$ cat config.mk
export PLATFORM = sky130hd
export DESIGN_NAME = fft_bin_capture
export DESIGN_NICKNAME = d
export VERILOG_FILES = /design/src/rtl/fft_cap_pkg.sv /design/src/rtl/fft_cap_magsq.sv /design/src/rtl/fft_bin_capture.sv
export SDC_FILE = /design/constraint.sdc
export NUM_CORES = 1
export LEC_CHECK = 0
export BUFFER_PORTS_ARGS = -buffer_cell sky130_fd_sc_hd__buf_2
export CAP_MARGIN = 20
export CORE_MARGIN = 3
export CORE_UTILIZATION = 58
export CTS_CLUSTER_DIAMETER = 30
export DETAILED_ROUTE_END_ITERATION = 12
export HOLD_SLACK_MARGIN = 0.15
export PLACE_DENSITY_LB_ADDON = 0.1
export SLEW_MARGIN = 0
export SYNTH_ARGS = -nofsm -noshare
export SYNTH_HDL_FRONTEND = slang
export SYNTH_HIERARCHICAL = 1
export SYNTH_SLANG_ARGS = --single-unit
export TNS_END_PERCENT = 5
$ cat constraint.sdc
create_clock -name i_clk -period 2.25 [get_ports i_clk]
set_input_delay 0.3375 -clock i_clk [delete_from_list [all_inputs] [get_ports i_clk]]
set_output_delay 0.3375 -clock i_clk [all_outputs]
set_load 0.01 [all_outputs]
$ cat src/rtl/fft_cap_pkg.sv
// Shared configuration and FSM state encoding for the FFT bin capture sink.
package fft_cap_pkg;
    localparam int DW      = 15;
    localparam int LGSIZE  = 8;
    localparam int N       = 1 << LGSIZE;
    localparam int PEAK_LO = 1;
    localparam int PEAK_HI = 127;
    localparam int MAGW    = 2 * DW + 1;

    typedef enum logic [2:0] {
        IDLE,
        WAIT_SYNC,
        CAPTURE,
        DRAIN,
        HOLD
    } state_t;
endpackage

$ cat src/rtl/fft_cap_magsq.sv
// Two-stage squared-magnitude pipeline; bin index and range flag ride alongside the data.
module fft_magsq #(
    parameter int DW     = fft_cap_pkg::DW,
    parameter int LGSIZE = fft_cap_pkg::LGSIZE
) (
    input  logic                     clk,
    input  logic                     rst_n,
    input  logic                     flush,
    input  logic                     vld_p0,
    input  logic                     rng_p0,
    input  logic [LGSIZE-1:0]        idx_p0,
    input  logic signed [DW-1:0]     re_p0,
    input  logic signed [DW-1:0]     im_p0,
    output logic                     vld_p2,
    output logic                     rng_p2,
    output logic [LGSIZE-1:0]        idx_p2,
    output logic [2*DW:0]            mag_p2
);
    import fft_cap_pkg::*;

    logic                     vld_p1;
    logic                     rng_p1;
    logic [LGSIZE-1:0]        idx_p1;
    logic signed [2*DW-1:0]   re_sq_p1;
    logic signed [2*DW-1:0]   im_sq_p1;

    // Square of the most negative input is 2^(2DW-2), still positive in 2DW signed bits.
    function automatic logic signed [2*DW-1:0] square(input logic signed [DW-1:0] x);
        logic signed [2*DW-1:0] xe;
        xe = {{DW{x[DW-1]}}, x};
        return xe * xe;
    endfunction

    function automatic logic [2*DW:0] mag_sum(input logic signed [2*DW-1:0] a,
                                              input logic signed [2*DW-1:0] b);
        return {1'b0, a} + {1'b0, b};
    endfunction

    // Flush drops whatever sat in stage 1 so a restarted frame never sees stale bins.
    always_ff @(posedge clk or negedge rst_n) begin
        if (!rst_n) begin
            vld_p1 <= 1'b0;
            vld_p2 <= 1'b0;
        end else begin
            vld_p1 <= vld_p0;
            vld_p2 <= vld_p1 & ~flush;
        end
    end

    // stage 1: products
    always_ff @(posedge clk) begin
        rng_p1   <= rng_p0;
        idx_p1   <= idx_p0;
        re_sq_p1 <= square(re_p0);
        im_sq_p1 <= square(im_p0);
    end

    // stage 2: unsigned magnitude sum
    always_ff @(posedge clk) begin
        rng_p2 <= rng_p1;
        idx_p2 <= idx_p1;
        mag_p2 <= mag_sum(re_sq_p1, im_sq_p1);
    end
endmodule

$ cat src/rtl/fft_bin_capture.sv
// FFT output sink: per armed frame captures one bin and finds the peak |X|^2
// over the positive-frequency bins, presenting both on a valid/ready handshake.
module fft_bin_capture #(
    parameter int DW      = fft_cap_pkg::DW,
    parameter int LGSIZE  = fft_cap_pkg::LGSIZE,
    parameter int PEAK_LO = fft_cap_pkg::PEAK_LO,
    parameter int PEAK_HI = fft_cap_pkg::PEAK_HI
) (
    input  logic                  i_clk,
    input  logic                  i_reset_n,
    input  logic                  i_ce,
    input  logic                  i_sync,
    input  logic [2*DW-1:0]       i_result,
    input  logic                  i_arm,
    input  logic [LGSIZE-1:0]     i_bin,
    output logic                  o_busy,
    output logic                  o_valid,
    input  logic                  i_ready,
    output logic signed [DW-1:0]  o_bin_re,
    output logic signed [DW-1:0]  o_bin_im,
    output logic [LGSIZE-1:0]     o_peak_idx,
    output logic [2*DW:0]         o_peak_mag,
    output logic                  o_overrun
);
    import fft_cap_pkg::*;

    localparam logic [LGSIZE-1:0] BIN_LO = LGSIZE'(PEAK_LO);
    localparam logic [LGSIZE-1:0] BIN_HI = LGSIZE'(PEAK_HI);

    state_t                  state;
    state_t                  state_nx;
    logic [LGSIZE-1:0]       count;
    logic [LGSIZE-1:0]       sel_bin;
    logic [1:0]              drain_cnt;
    logic                    peak_found;

    logic                    vld_p0;
    logic                    restart;
    logic                    last_bin;
    logic                    rng_p0;
    logic [LGSIZE-1:0]       idx_p0;
    logic signed [DW-1:0]    re_p0;
    logic signed [DW-1:0]    im_p0;

    logic                    vld_p2;
    logic                    rng_p2;
    logic [LGSIZE-1:0]       idx_p2;
    logic [2*DW:0]           mag_p2;

    assign re_p0    = i_result[2*DW-1:DW];
    assign im_p0    = i_result[DW-1:0];
    // A sync in WAIT_SYNC starts the frame; a sync in CAPTURE restarts it.
    assign vld_p0   = i_ce && ((state == WAIT_SYNC && i_sync) || state == CAPTURE);
    assign restart  = vld_p0 && i_sync;
    assign idx_p0   = restart ? '0 : count;
    assign last_bin = vld_p0 && !i_sync && (&count);
    assign rng_p0   = (idx_p0 >= BIN_LO) && (idx_p0 <= BIN_HI);

    fft_magsq #(
        .DW     (DW),
        .LGSIZE (LGSIZE)
    ) u_magsq (
        .clk    (i_clk),
        .rst_n  (i_reset_n),
        .flush  (restart),
        .vld_p0 (vld_p0),
        .rng_p0 (rng_p0),
        .idx_p0 (idx_p0),
        .re_p0  (re_p0),
        .im_p0  (im_p0),
        .vld_p2 (vld_p2),
        .rng_p2 (rng_p2),
        .idx_p2 (idx_p2),
        .mag_p2 (mag_p2)
    );

    always_ff @(posedge i_clk or negedge i_reset_n) begin
        if (!i_reset_n) state <= IDLE;
        else            state <= state_nx;
    end

    // DRAIN lasts until the last bin has left the magnitude pipeline and hit the peak regs.
    always_comb begin
        state_nx = state;
        unique case (state)
            IDLE:      if (i_arm)               state_nx = WAIT_SYNC;
            WAIT_SYNC: if (vld_p0)              state_nx = CAPTURE;
            CAPTURE:   if (last_bin)            state_nx = DRAIN;
            DRAIN:     if (drain_cnt == 2'd2)   state_nx = HOLD;
            HOLD:      if (i_ready)             state_nx = IDLE;
            default:                            state_nx = IDLE;
        endcase
    end

    always_comb begin
        o_busy  = (state == WAIT_SYNC) || (state == CAPTURE) || (state == DRAIN);
        o_valid = (state == HOLD);
    end

    always_ff @(posedge i_clk or negedge i_reset_n) begin
        if (!i_reset_n) begin
            count      <= '0;
            sel_bin    <= '0;
            drain_cnt  <= '0;
            o_bin_re   <= '0;
            o_bin_im   <= '0;
            o_peak_idx <= '0;
            o_peak_mag <= '0;
            peak_found <= 1'b0;
            o_overrun  <= 1'b0;
        end else begin
            o_overrun <= (state == HOLD) && i_ce && i_sync;
            drain_cnt <= (state == DRAIN) ? drain_cnt + 2'd1 : 2'd0;

            if (state == IDLE && i_arm) sel_bin <= i_bin;
            if (vld_p0)                 count   <= idx_p0 + LGSIZE'(1);

            if (vld_p0 && idx_p0 == sel_bin) begin
                o_bin_re <= re_p0;
                o_bin_im <= im_p0;
            end else if (restart) begin
                o_bin_re <= '0;
                o_bin_im <= '0;
            end

            // Strict compare keeps the lowest index on ties.
            if (restart) begin
                o_peak_idx <= '0;
                o_peak_mag <= '0;
                peak_found <= 1'b0;
            end else if (vld_p2 && rng_p2 && (!peak_found || mag_p2 > o_peak_mag)) begin
                o_peak_idx <= idx_p2;
                o_peak_mag <= mag_p2;
                peak_found <= 1'b1;
            end
        end
    end
endmodule
[Yosys cells after proc, flatten, opt, wreduce, memory -nomap -nowiden]
Index checks and enable logic that the tools add are counted.
Word-level totals
  register bits: 203
  bits of input ports: 44
  word-level logic and storage cells: 80
Operators by class
  $add $sub $neg: 3
  $mul: 2
  magnitude comparators: 3
  equality and inequality tests: 11
  muxes and demuxes: 17
  bitwise gates (word level): 2
  reduce and logical (&&, ||, !) cells: 23
Operators with widths (count)
  $mux W31: 2
  $mul A15 B15 Y30: 2
  $mux W15: 3
  $add A30 B30 Y31: 1
  $gt A31 B31 Y1: 1
  $mux W8: 3
  $mux W3: 5
  $pmux W3 S5: 1
  $logic_and A1 B1 Y1: 12
  $add A8 B1 Y8 const B: 1
  $eq A8 B8 Y1: 1
  $ge A8 B1 Y1 const B: 1
  $le A8 B7 Y1 const B: 1
  $reduce_and A8 Y1: 1
  $eq A3 B2 Y1 const B: 2
  $ne A2 B2 Y1 const B: 3
  $reduce_and A5 Y1: 1
  $logic_or A1 B1 Y1: 4
  $ne A2 B1 Y1 const B: 2
  $reduce_bool A2 Y1: 2
  $eq A3 B1 Y1 const B: 1
  $eq A3 B3 Y1 const B: 1
  $logic_not A3 Y1: 1
  $add A2 B1 Y2 const B: 1
  other kinds (6): 8

[Logic depth before layout (Yosys ltp)]
  depth in word-level cells: 9
  mapped depth: 24

[By module]
The synthesis kept the hierarchy.
By module, submodules not included
  fft_magsq: times used 1, cells each 2029, area an instance 19089.6 um^2, seq. area each 2192.1 um^2
  fft_bin_capture: times used 1, cells each 560, area an instance 5170.0 um^2, seq. area each 2302.2 um^2

[Least setup slack after synthesis]
Ideal clock, no wire load.
  kind: input to register
  start: input i_result[3]
  end: register u_magsq.im_sq_p1[28]
  arrival: 5937 ps
  required time: 2168 ps
  slack: -3768 ps
  stages: 20
  path through: clkbuf_1 -> clkbuf_1 -> nand2_1 -> fa_1 -> inv_1 -> fa_1 -> fa_1 -> fa_1 -> fa_1 -> inv_1 -> fa_1 -> inv_1 -> ha_1 -> a21o_1 -> a21oi_1 -> o21bai_1 -> a21oi_1 -> a21oi_2 -> or4_1 -> o2111ai_1
Between the ends
  longest elaborated chain between the ends: 1
Ends and longest elaborated chain
  from (decl): line fft_bin_capture.sv:13  | input logic [2*DW-1:0] i_result,
  $mul A15 B15 Y30: line fft_cap_magsq.sv:31  | return xe * xe;
  to (signal assigned): line fft_cap_magsq.sv:55  | im_sq_p1 <= square(im_p0);
  to (decl): line fft_cap_magsq.sv:25  | logic signed [2*DW-1:0] im_sq_p1;
Every way passes these cells.
A chain may end at the register's enable or synchronous reset.

[Final worst setup path]
  start: input i_result[9]
  end: register u_magsq.im_sq_p1[28]
The elaborated chain is that of the path after synthesis.

==> flow_summary.toml <==
[layout]
layout.nets = 3790
syn_to_final_growth_pct = 30.3
diodes = 0
final_core_util = 0.769
drive_gt1_frac = 0.276

[critical_path]
path_max_fanout = 6
startpoint_type = "input port"
critical_path.cell_chain = "buf_6, buf_4, nand2_1, fa_1, fa_1, inv_1, fa_1, fa_2, fa_1, inv_1, fa_1, inv_1, ha_4, or4_4, a21oi_4, inv_2, o2111ai_4, a21oi_2, or4_4, o2111ai_2"
worstPathRequired_ps = 2690
worstPathArrival_ps = 5720
crit_buf_inv = 6
crit_top_cell = "fa_1"
path_delay_family = "adder cells"
max_stage_delay_ps = 550
cp_slowest_cell = "fa_1"
crit_path_end_kind = "flop"
crit_type = "in -> reg"

[floorplanning]
io_pins = 116
die_x_um = 211
core.rowCount = 74
die_h_um = 211
coreArea_um2 = 41100
die-area_um2 = 44300
start_util = 0.590

[synthesis]
yosysTopAreaCell = "fa_1"
synth_area_leaders = "fa_1, ha_1, inv_1"
synthDistinctLibCells = 81
synth-seq-area-share = 0.185
synth_nets = 3265
synth_edf_count = 0
synth.avg_cell_area_um2 = 9.37
post-synth-top-count-cell = "inv_1"
yosys-top-cells-count = "inv_1, fa_1, ha_1"
ys_warn_count = 6
async_flop_share = 0.468
synth-main-ff-cell = "dfxtp_1"
yosys.area.top_type_share = 0.325
syn-cell-area_um2 = 24300
netlist_instances = 2589
ys_ff_latch = 201

[timing]
slew_headroom = 0.652
max_slew.worst_pin.slew_ps = 522
layout_setup_ws_ps = -3030
skew_ps = 34.6
fin_crit_ps = 5280
slew_violations = 0
fmax_mhz = 189
finalCritPeriodShare = 2.35
grt_setup_unrepaired = "true"
setup_viol = 87
hold_violations = 0

[worst_hold_path]
holdCritPathClass = "in -> reg"

[detailed_routing]
antenna_left = 0
wl_mm = 58.7
wl_per_cell_um = 16.0
drcViolationCount = 0
dr.pass1.iters = 6
avgViaCountPerCell = 5.23
vias = 19224
drt_iter0_markers = 1077

[global_route]
grt_max_degree = 68
antenna_found_initial = 0
grtUsageTotal = 0.271
grt_pass1_wl_mm = 98.9
grt_pass1_vias = 20970
overflow = 0

[outcome]
status = "finished, violations left"
violations = "setup timing"

[place]
io_buffers = 115
place_congestion = 0.893
dp_hpwl_mm = 46.1

[cts]
clk_path_buf_depth = 3
numCtsBuffers = 39
cts.sinks = 201
clock_latency_ps = 550
htreeDepth = 2
clk_pin_slew_ps = 50
root_buffer = "clkbuf_16"
cts_tree = "built"

[job]
maxCapViolCount = 0
[metrics by stage]
step                      TNS (ps)  setup slack, ps  std cells  hold WS [ps]  cell area (um2)
after floorplan            -137010            -3460       2589          41.9            24400
after detailed placement   -163240            -3770       3566           293            28400
after global placement     -157990            -3660       3566           283            28400
after global routing       -130230            -3190       3677           171            31600
after CTS                  -117010            -3030       3666           159            30900
final                      -117560            -3030       3677           162            31600
[flip-flops by register name, summed over array words and instances (netlist names), 2 cells and up]
signal,count
count,8
u_magsq/idx_p1,8
o_bin_re,15
o_bin_im,15
u_magsq/idx_p2,8
u_magsq/mag_p2,31
u_magsq/im_sq_p1,29
u_magsq/re_sq_p1,29
sel_bin,8
state,3
drain_cnt,2
o_peak_idx,8
o_peak_mag,31
[what timing repair did]
| item | CTS | global route |
|---|---|---|
| hold endpoints to repair | 40 | 1 |
| endpoints found under the setup margin | 122 | 139 |
| buffers inserted | 13 | 10 |
| cloned | 1 | 0 |
| hold buffers | 15 | 1 |
| pin swaps | 106 | 88 |
| gates resized for setup | 222 | 161 |
[routing by layer]
| metal | routed length, um | up-vias | GRT usage |
|---|---|---|---|
| met1 | 24200 | 9550 | 0.355 |
| met4 | 1420 | 0 | 0.0732 |
| met3 | 3190 | 100 | 0.0359 |
| li1 | - | 9090 | - |
| met2 | 29900 | 484 | 0.479 |
| met5 | 0 | - | 0 |
[logic make-up (layout without fill, tap and decap cells)]
logic type	after synthesis	after routing	synth area share
AO/OA/AOI/OAI	328	328	0.0858
XOR/XNOR	102	102	0.0368
flip-flops	201	201	0.185
multiplexers	42	42	0.0178
adder cells (fa/ha/maj)	632	632	0.448
buffers and inverters	740	1296	0.117
AND/OR/NAND/NOR	544	544	0.110
[tightest hold or removal path, stage by stage]
cell,delay [ps]
buf_6,110
buf_6,150
nor2b_1,50
[path summary, 6_finish.rpt]
kind | from | endpoint | slack, ps | cells past startpoint
setup reg to reg | o_peak_mag[25] | o_peak_mag[20] | -140 | 10
hold reg to reg | u_magsq/idx_p1[2] | u_magsq/idx_p2[2] | 320 | 0
setup / recovery | i_result[9] | u_magsq/im_sq_p1[28] | -3030 | 20
min in group asynchronous | i_reset_n | state[2] | 260 | 2
hold / removal | i_result[15] | u_magsq/re_sq_p1[2] | 160 | 3
max in group asynchronous | i_reset_n | o_bin_im[1] | 1240 | 3
[layout by cell type, fill, tap and decap left out, types with 20 or more instances in the layout]
cell type and count:
ha_4 37, and2_1 60, nor2b_1 20, o21ai_1 42, inv_2 22, nor2_1 74
a21oi_1 94, buf_2 85, o21ai_0 31, inv_1 647, ha_1 196, and2_4 25
nand3_1 47, clkbuf_16 39, mux2i_1 33, dfxtp_1 107, buf_6 42, xnor2_1 75
fa_1 375, buf_4 391, dfrtp_1 94, nand2_1 185
[final cells by class]
| cell class | count | area [um2] |
|---|---|---|
| tap | 532 | 666 |
| timing repair buffer | 552 | 4320 |
| multi-input combinational | 1648 | 18200 |
| clock inverter | 27 | 303 |
| inverter | 672 | 2530 |
| sequential | 201 | 4490 |
| clock buffer | 45 | 1050 |
| fill | 2805 | 9510 |
Power is not shown: default switching activity piles up to over one toggle a cycle in this logic, so the estimate is an artifact.
